==> config.mk <==
export PLATFORM = sky130hd
export DESIGN_NAME = modulo_counter_fsm
export DESIGN_NICKNAME = d
export VERILOG_FILES = /design/src/rtl/modulo_counter_fsm_pkg.sv /design/src/rtl/ripple_addsub_n.sv /design/src/rtl/modulo_counter_fsm.sv
export SDC_FILE = /design/constraint.sdc
export NUM_CORES = 1
export LEC_CHECK = 0
export CORE_MARGIN = 5
export CORE_UTILIZATION = 48
export DETAILED_ROUTE_END_ITERATION = 10
export PLACE_DENSITY = 0.9
export SLEW_MARGIN = 20
export SYNTH_ARGS = -nofsm -noshare
export SYNTH_HDL_FRONTEND = slang
export SYNTH_SLANG_ARGS = --single-unit
==> constraint.sdc <==
create_clock -name clock -period 3.23 [get_ports clock]
set_clock_uncertainty 0.15 [all_clocks]
set_input_delay 0.646 -clock clock [delete_from_list [all_inputs] [get_ports clock]]
set_output_delay 0.646 -clock clock [all_outputs]
set_load 0.01 [all_outputs]
==> src/rtl/modulo_counter_fsm_pkg.sv <==
// Shared state encodings and state type for the modulo up/down counter.
package modulo_counter_fsm_pkg;

    localparam int unsigned STATE_W = 2;

    localparam logic [STATE_W-1:0] STATE_IDLE = 2'd0;
    localparam logic [STATE_W-1:0] STATE_UP   = 2'd1;
    localparam logic [STATE_W-1:0] STATE_DOWN = 2'd2;
    localparam logic [STATE_W-1:0] STATE_HOLD = 2'd3;

    typedef enum logic [STATE_W-1:0] {
        ST_IDLE = STATE_IDLE,
        ST_UP   = STATE_UP,
        ST_DOWN = STATE_DOWN,
        ST_HOLD = STATE_HOLD
    } state_e;

    // Direction-selected run state.
    function automatic state_e run_state(input logic up_down);
        return up_down ? ST_UP : ST_DOWN;
    endfunction

endpackage

==> src/rtl/ripple_addsub_n.sv <==
// WIDTH-bit ripple-carry adder; sub=1 computes a - b as a + ~b + 1.
module ripple_addsub_n #(
    parameter int unsigned WIDTH = 4
) (
    input  logic [WIDTH-1:0] a,
    input  logic [WIDTH-1:0] b,
    input  logic             sub,
    output logic [WIDTH-1:0] sum
);

    logic [WIDTH-1:0] b_eff;
    logic [WIDTH-1:0] carry;

    assign b_eff    = b ^ {WIDTH{sub}};
    assign carry[0] = sub;

    for (genvar i = 0; i < WIDTH; i++) begin : g_bit
        assign sum[i] = a[i] ^ b_eff[i] ^ carry[i];
        // The carry out of the top bit is discarded: results wrap modulo 2^WIDTH.
        if (i < WIDTH - 1) begin : g_carry
            assign carry[i+1] = (a[i] & b_eff[i]) | (carry[i] & (a[i] ^ b_eff[i]));
        end
    end

endmodule

==> src/rtl/modulo_counter_fsm.sv <==
// Up/down modulo counter over 0..limit with saturating load, wrap pulse and IDLE/UP/DOWN/HOLD FSM.
module modulo_counter_fsm
    import modulo_counter_fsm_pkg::*;
#(
    parameter int unsigned WIDTH     = 4,
    parameter int unsigned RESET_VAL = 0
) (
    input  logic             clock,
    input  logic             reset,
    input  logic             enable,
    input  logic             up_down,
    input  logic             load,
    input  logic [WIDTH-1:0] load_value,
    input  logic [WIDTH-1:0] limit,
    output logic [WIDTH-1:0] count,
    output logic             terminal,
    output logic             wrapped,
    output logic [1:0]       state
);

    state_e           state_q, state_d;
    logic [WIDTH-1:0] count_q, count_d;
    logic             wrapped_q, wrapped_d;
    logic [WIDTH-1:0] step_sum;
    logic [WIDTH-1:0] load_sat;
    logic             at_top;
    logic             at_bottom;

    // Single shared incrementer/decrementer; direction follows the live up_down input.
    ripple_addsub_n #(
        .WIDTH(WIDTH)
    ) u_step (
        .a   (count_q),
        .b   (WIDTH'(1)),
        .sub (~up_down),
        .sum (step_sum)
    );

    // count above a lowered limit counts as terminal when going up only.
    assign at_top    = (count_q >= limit);
    assign at_bottom = (count_q == '0);
    assign terminal  = up_down ? at_top : at_bottom;
    assign load_sat  = (load_value > limit) ? limit : load_value;

    always_comb begin
        state_d   = state_q;
        count_d   = count_q;
        wrapped_d = 1'b0;

        if (load) begin
            count_d = load_sat;
            state_d = enable ? run_state(up_down) : ST_HOLD;
        end else if (enable) begin
            state_d = run_state(up_down);
            if (terminal) begin
                count_d   = up_down ? '0 : limit;
                wrapped_d = 1'b1;
            end else begin
                count_d = step_sum;
            end
        end else if (state_q == ST_UP || state_q == ST_DOWN) begin
            state_d = ST_HOLD;
        end
    end

    always_ff @(posedge clock or posedge reset) begin
        if (reset) begin
            state_q   <= ST_IDLE;
            count_q   <= WIDTH'(RESET_VAL);
            wrapped_q <= 1'b0;
        end else begin
            state_q   <= state_d;
            count_q   <= count_d;
            wrapped_q <= wrapped_d;
        end
    end

    assign count   = count_q;
    assign wrapped = wrapped_q;
    assign state   = state_q;

endmodule
==> run_results.csv <==
group,metric,value,unit
sta,maxSlewViolCount,0,
global_routing,grt_max_degree,11,
sta,rsz0062_at_grt,"no",
finish,nNetsFinal,129,
global_routing,antenna_found_initial,0,
sta,finalSetupViolCount,0,
die,die-area,2270,um2
worst_setup_path,crit_fanout,2,
sta,tightest_slew,605,ps
hold_path,worstHoldStart,"state[1]",
placement,post_dp_cell_area,935,um2
worst_setup_path,crit_arrival,2320,ps
logic_synthesis,synth_enable_flop_cells,0,
sta,period_share,0.964,
clock_tree,clock-sinks,7,
logic_synthesis,syn_area_per_cell,8.97,um2
global_routing,grt_usage,0.194,
drt,detail_route.wl_per_cell,16.0,um
die,die_w,47.7,um
die,initial_core_util,0.518,
worst_setup_path,ff2ff_path_depth,8,
global_routing,grt_pass1_wl,3070,um
worst_setup_path,slowest_stage,"clkdlybuf4s50_1",
power,peakVddDrop,228,uV
placement,gp_congestion,0.864,
worst_setup_path,crit_family,"buffers and inverters",
drt,drt_pre_antenna_iters,4,
logic_synthesis,ys_seq_area_frac,0.257,
logic_synthesis,synthArstFlopShare,1.00,
finish,final_core_util,0.728,
worst_setup_path,cp_cell_sequence,"clkdlybuf4s50_1, inv_1, ha_1, a21oi_1, o21ai_1, a31o_2, dlygate4sd2_1",
drt,drc_errors,0,
drt,ant_nets,0,
finish,final_layout_size_suffix_gt1_frac,0.136,
finish,design_area,960,um2
drt,drt_iter0_markers,23,
power,powerDensity,429,nW/um2
die,pin_count,21,
sta,relSlewSlack,0.586,
global_routing,gr-total-overflow,0,
drt,vias,683,
status,status,"finished, final reports clean",
worst_setup_path,critPathLaunch,"limit[2]",
worst_setup_path,path_depth,7,
finish,diodes,0,
hold_path,hold_class,"reg -> reg",
sta,max_freq,0.321,GHz
sta,hold_ws,397,ps
placement,hpwlAfterDp,1420,um
clock_tree,clockBufferDepth,2,
hold_path,hold_path_depth,2,
sta,hold_viol,0,
power,leakagePower,0.000467,uW
worst_setup_path,r2r_start,"count[0]",
clock_tree,cts_made_buffers,3,
die,num_rows,13,
worst_setup_path,cp-end-kind,"primary output",
logic_synthesis,synth-main-ff-cell,"dfrtp_1",
clock_tree,tritoncts,"done",
clock_tree,clk_pin_slew,50,ps
placement,portBuffers,20,
die,die_h,47.7,um
worst_setup_path,worstPathRequired,2430,ps
sta,fin_crit,3110,ps
worst_setup_path,critPathMaxStageDelay,480,ps
logic_synthesis,yosysUniqueCellTypes,27,
logic_synthesis,syn_nets,101,
finish,syn_to_final_growth,40.7,%
logic_synthesis,ys_seq_elements,7,
global_routing,grt_pass1_vias,733,
logic_synthesis,syn_inst,76,
run,drv_cap,0,
clock_tree,htreeDepth,1,
clock_tree,clk_latency,260,ps
clock_tree,clockRootBuffer,"clkbuf_4",
drt,wirelength,1890,um
worst_setup_path,path_class,"in -> out",
worst_setup_path,cp-start-kind,"primary input",
drt,viasPerCell,5.79,
worst_setup_path,path_buf_inv,3,
logic_synthesis,yosys_warnings,0,
logic_synthesis,synth_area,682,um2
finish,n_fill_cell,87,
die,core_area,1320,um2
-- routing by layer --
metal,track usage,up-vias,routed length [um]
li1,-,331,-
met1,0.243,317,822
met2,0.322,29,899
met3,0.0150,6,105
met4,0.118,0,59
met5,0,-,0
-- through the flow --
step	power, uW	cells	setup TNS, ps	setup slack (ps)
6_report	411	118	0	118
5_1_grt	439	118	0	48.7
3_3_place_gp	318	114	-42.5	-42.5
3_5_place_dp	325	114	-78.5	-78.5
2_1_floorplan	234	76	0	508
4_1_cts	410	118	0	119
-- worst paths after layout --
| check | slack (ps) | to |
|---|---|---|
| max in group asynchronous | 2220 | wrapped |
| hold / removal | 400 | state[1] |
| min in group asynchronous | 480 | count[1] |
| hold reg to reg | 400 | state[1] |
| setup / recovery | 120 | terminal |
| setup reg to reg | 880 | count[3] |
-- layout by cell type, fill, tap and decap left out, drive strengths merged, types with 3 or more instances in the layout --
cell           instances
a21oi                  5
a31o                   3
buf                    6
clkbuf                 4
clkdlybuf4s50         19
dfrtp                  7
ha                    10
inv                   10
nand2                  5
nor2                   3
nor3                   4
o21ai                  3
-- Yosys cell counts (2+ instances only) --
cell type / number / area share
a211o_1: 2 / 0.026
nor2b_1: 2 / 0.018
mux2i_1: 2 / 0.029
nor2_1: 3 / 0.017
inv_1: 10 / 0.055
fa_1: 2 / 0.059
nor3_1: 4 / 0.029
a211oi_1: 2 / 0.022
a31o_2: 3 / 0.039
a21oi_1: 5 / 0.037
a21o_1: 2 / 0.022
o21ai_0: 3 / 0.022
nand2_1: 5 / 0.028
ha_1: 10 / 0.18
dfrtp_1: 7 / 0.26
clkbuf_1: 3 / 0.017
-- timing repair --
action / CTS / global route
buffers inserted: 0 / 0
hold buffers: 0 / 0
gates resized for setup: 2 / 0
setup endpoints to repair: 1 / 0
endpoints found under the hold margin: 0 / 0
-- area by class of cell --
type	instances	area, um2	share of cell area
Clock buffer	4	26.3	0.0274
Inverter	10	37.5	0.0391
Multi-Input combinational cell	56	458	0.477
Sequential cell	7	175	0.183
Tap cell	15	18.8	0.0196
Timing Repair Buffer	26	244	0.254
-- state kept, by name, indices dropped and copies added, names as in the netlist --
signal / cells
count: 4
state: 2
wrapped: 1
-- cell families (layout without fill, tap and decap cells) --
logic type / Yosys count / after routing / share of synthesized area
AO/OA/AOI/OAI: 23 / 23 / 0.253
XOR/XNOR: 1 / 1 / 0.0128
adder cells (fa/ha/maj): 12 / 12 / 0.242
buffers and inverters: 13 / 40 / 0.0716
flip-flops: 7 / 7 / 0.257
multiplexers: 2 / 2 / 0.0294
AND/OR/NAND/NOR: 18 / 18 / 0.134
-- tightest hold or removal path: cells and delay by family, from the launching register on --
kind	cells	cell delay (ps)
AO/OA/AOI/OAI	1	100
flip-flops	1	340
AND/OR/NAND/NOR	1	60
-- where the power goes --
part	switching [uW]	internal [uW]
clock	35.4	47.3
combinational	100	110
sequential	16.8	102
No activity file was read; power rests on OpenSTA's default activity.
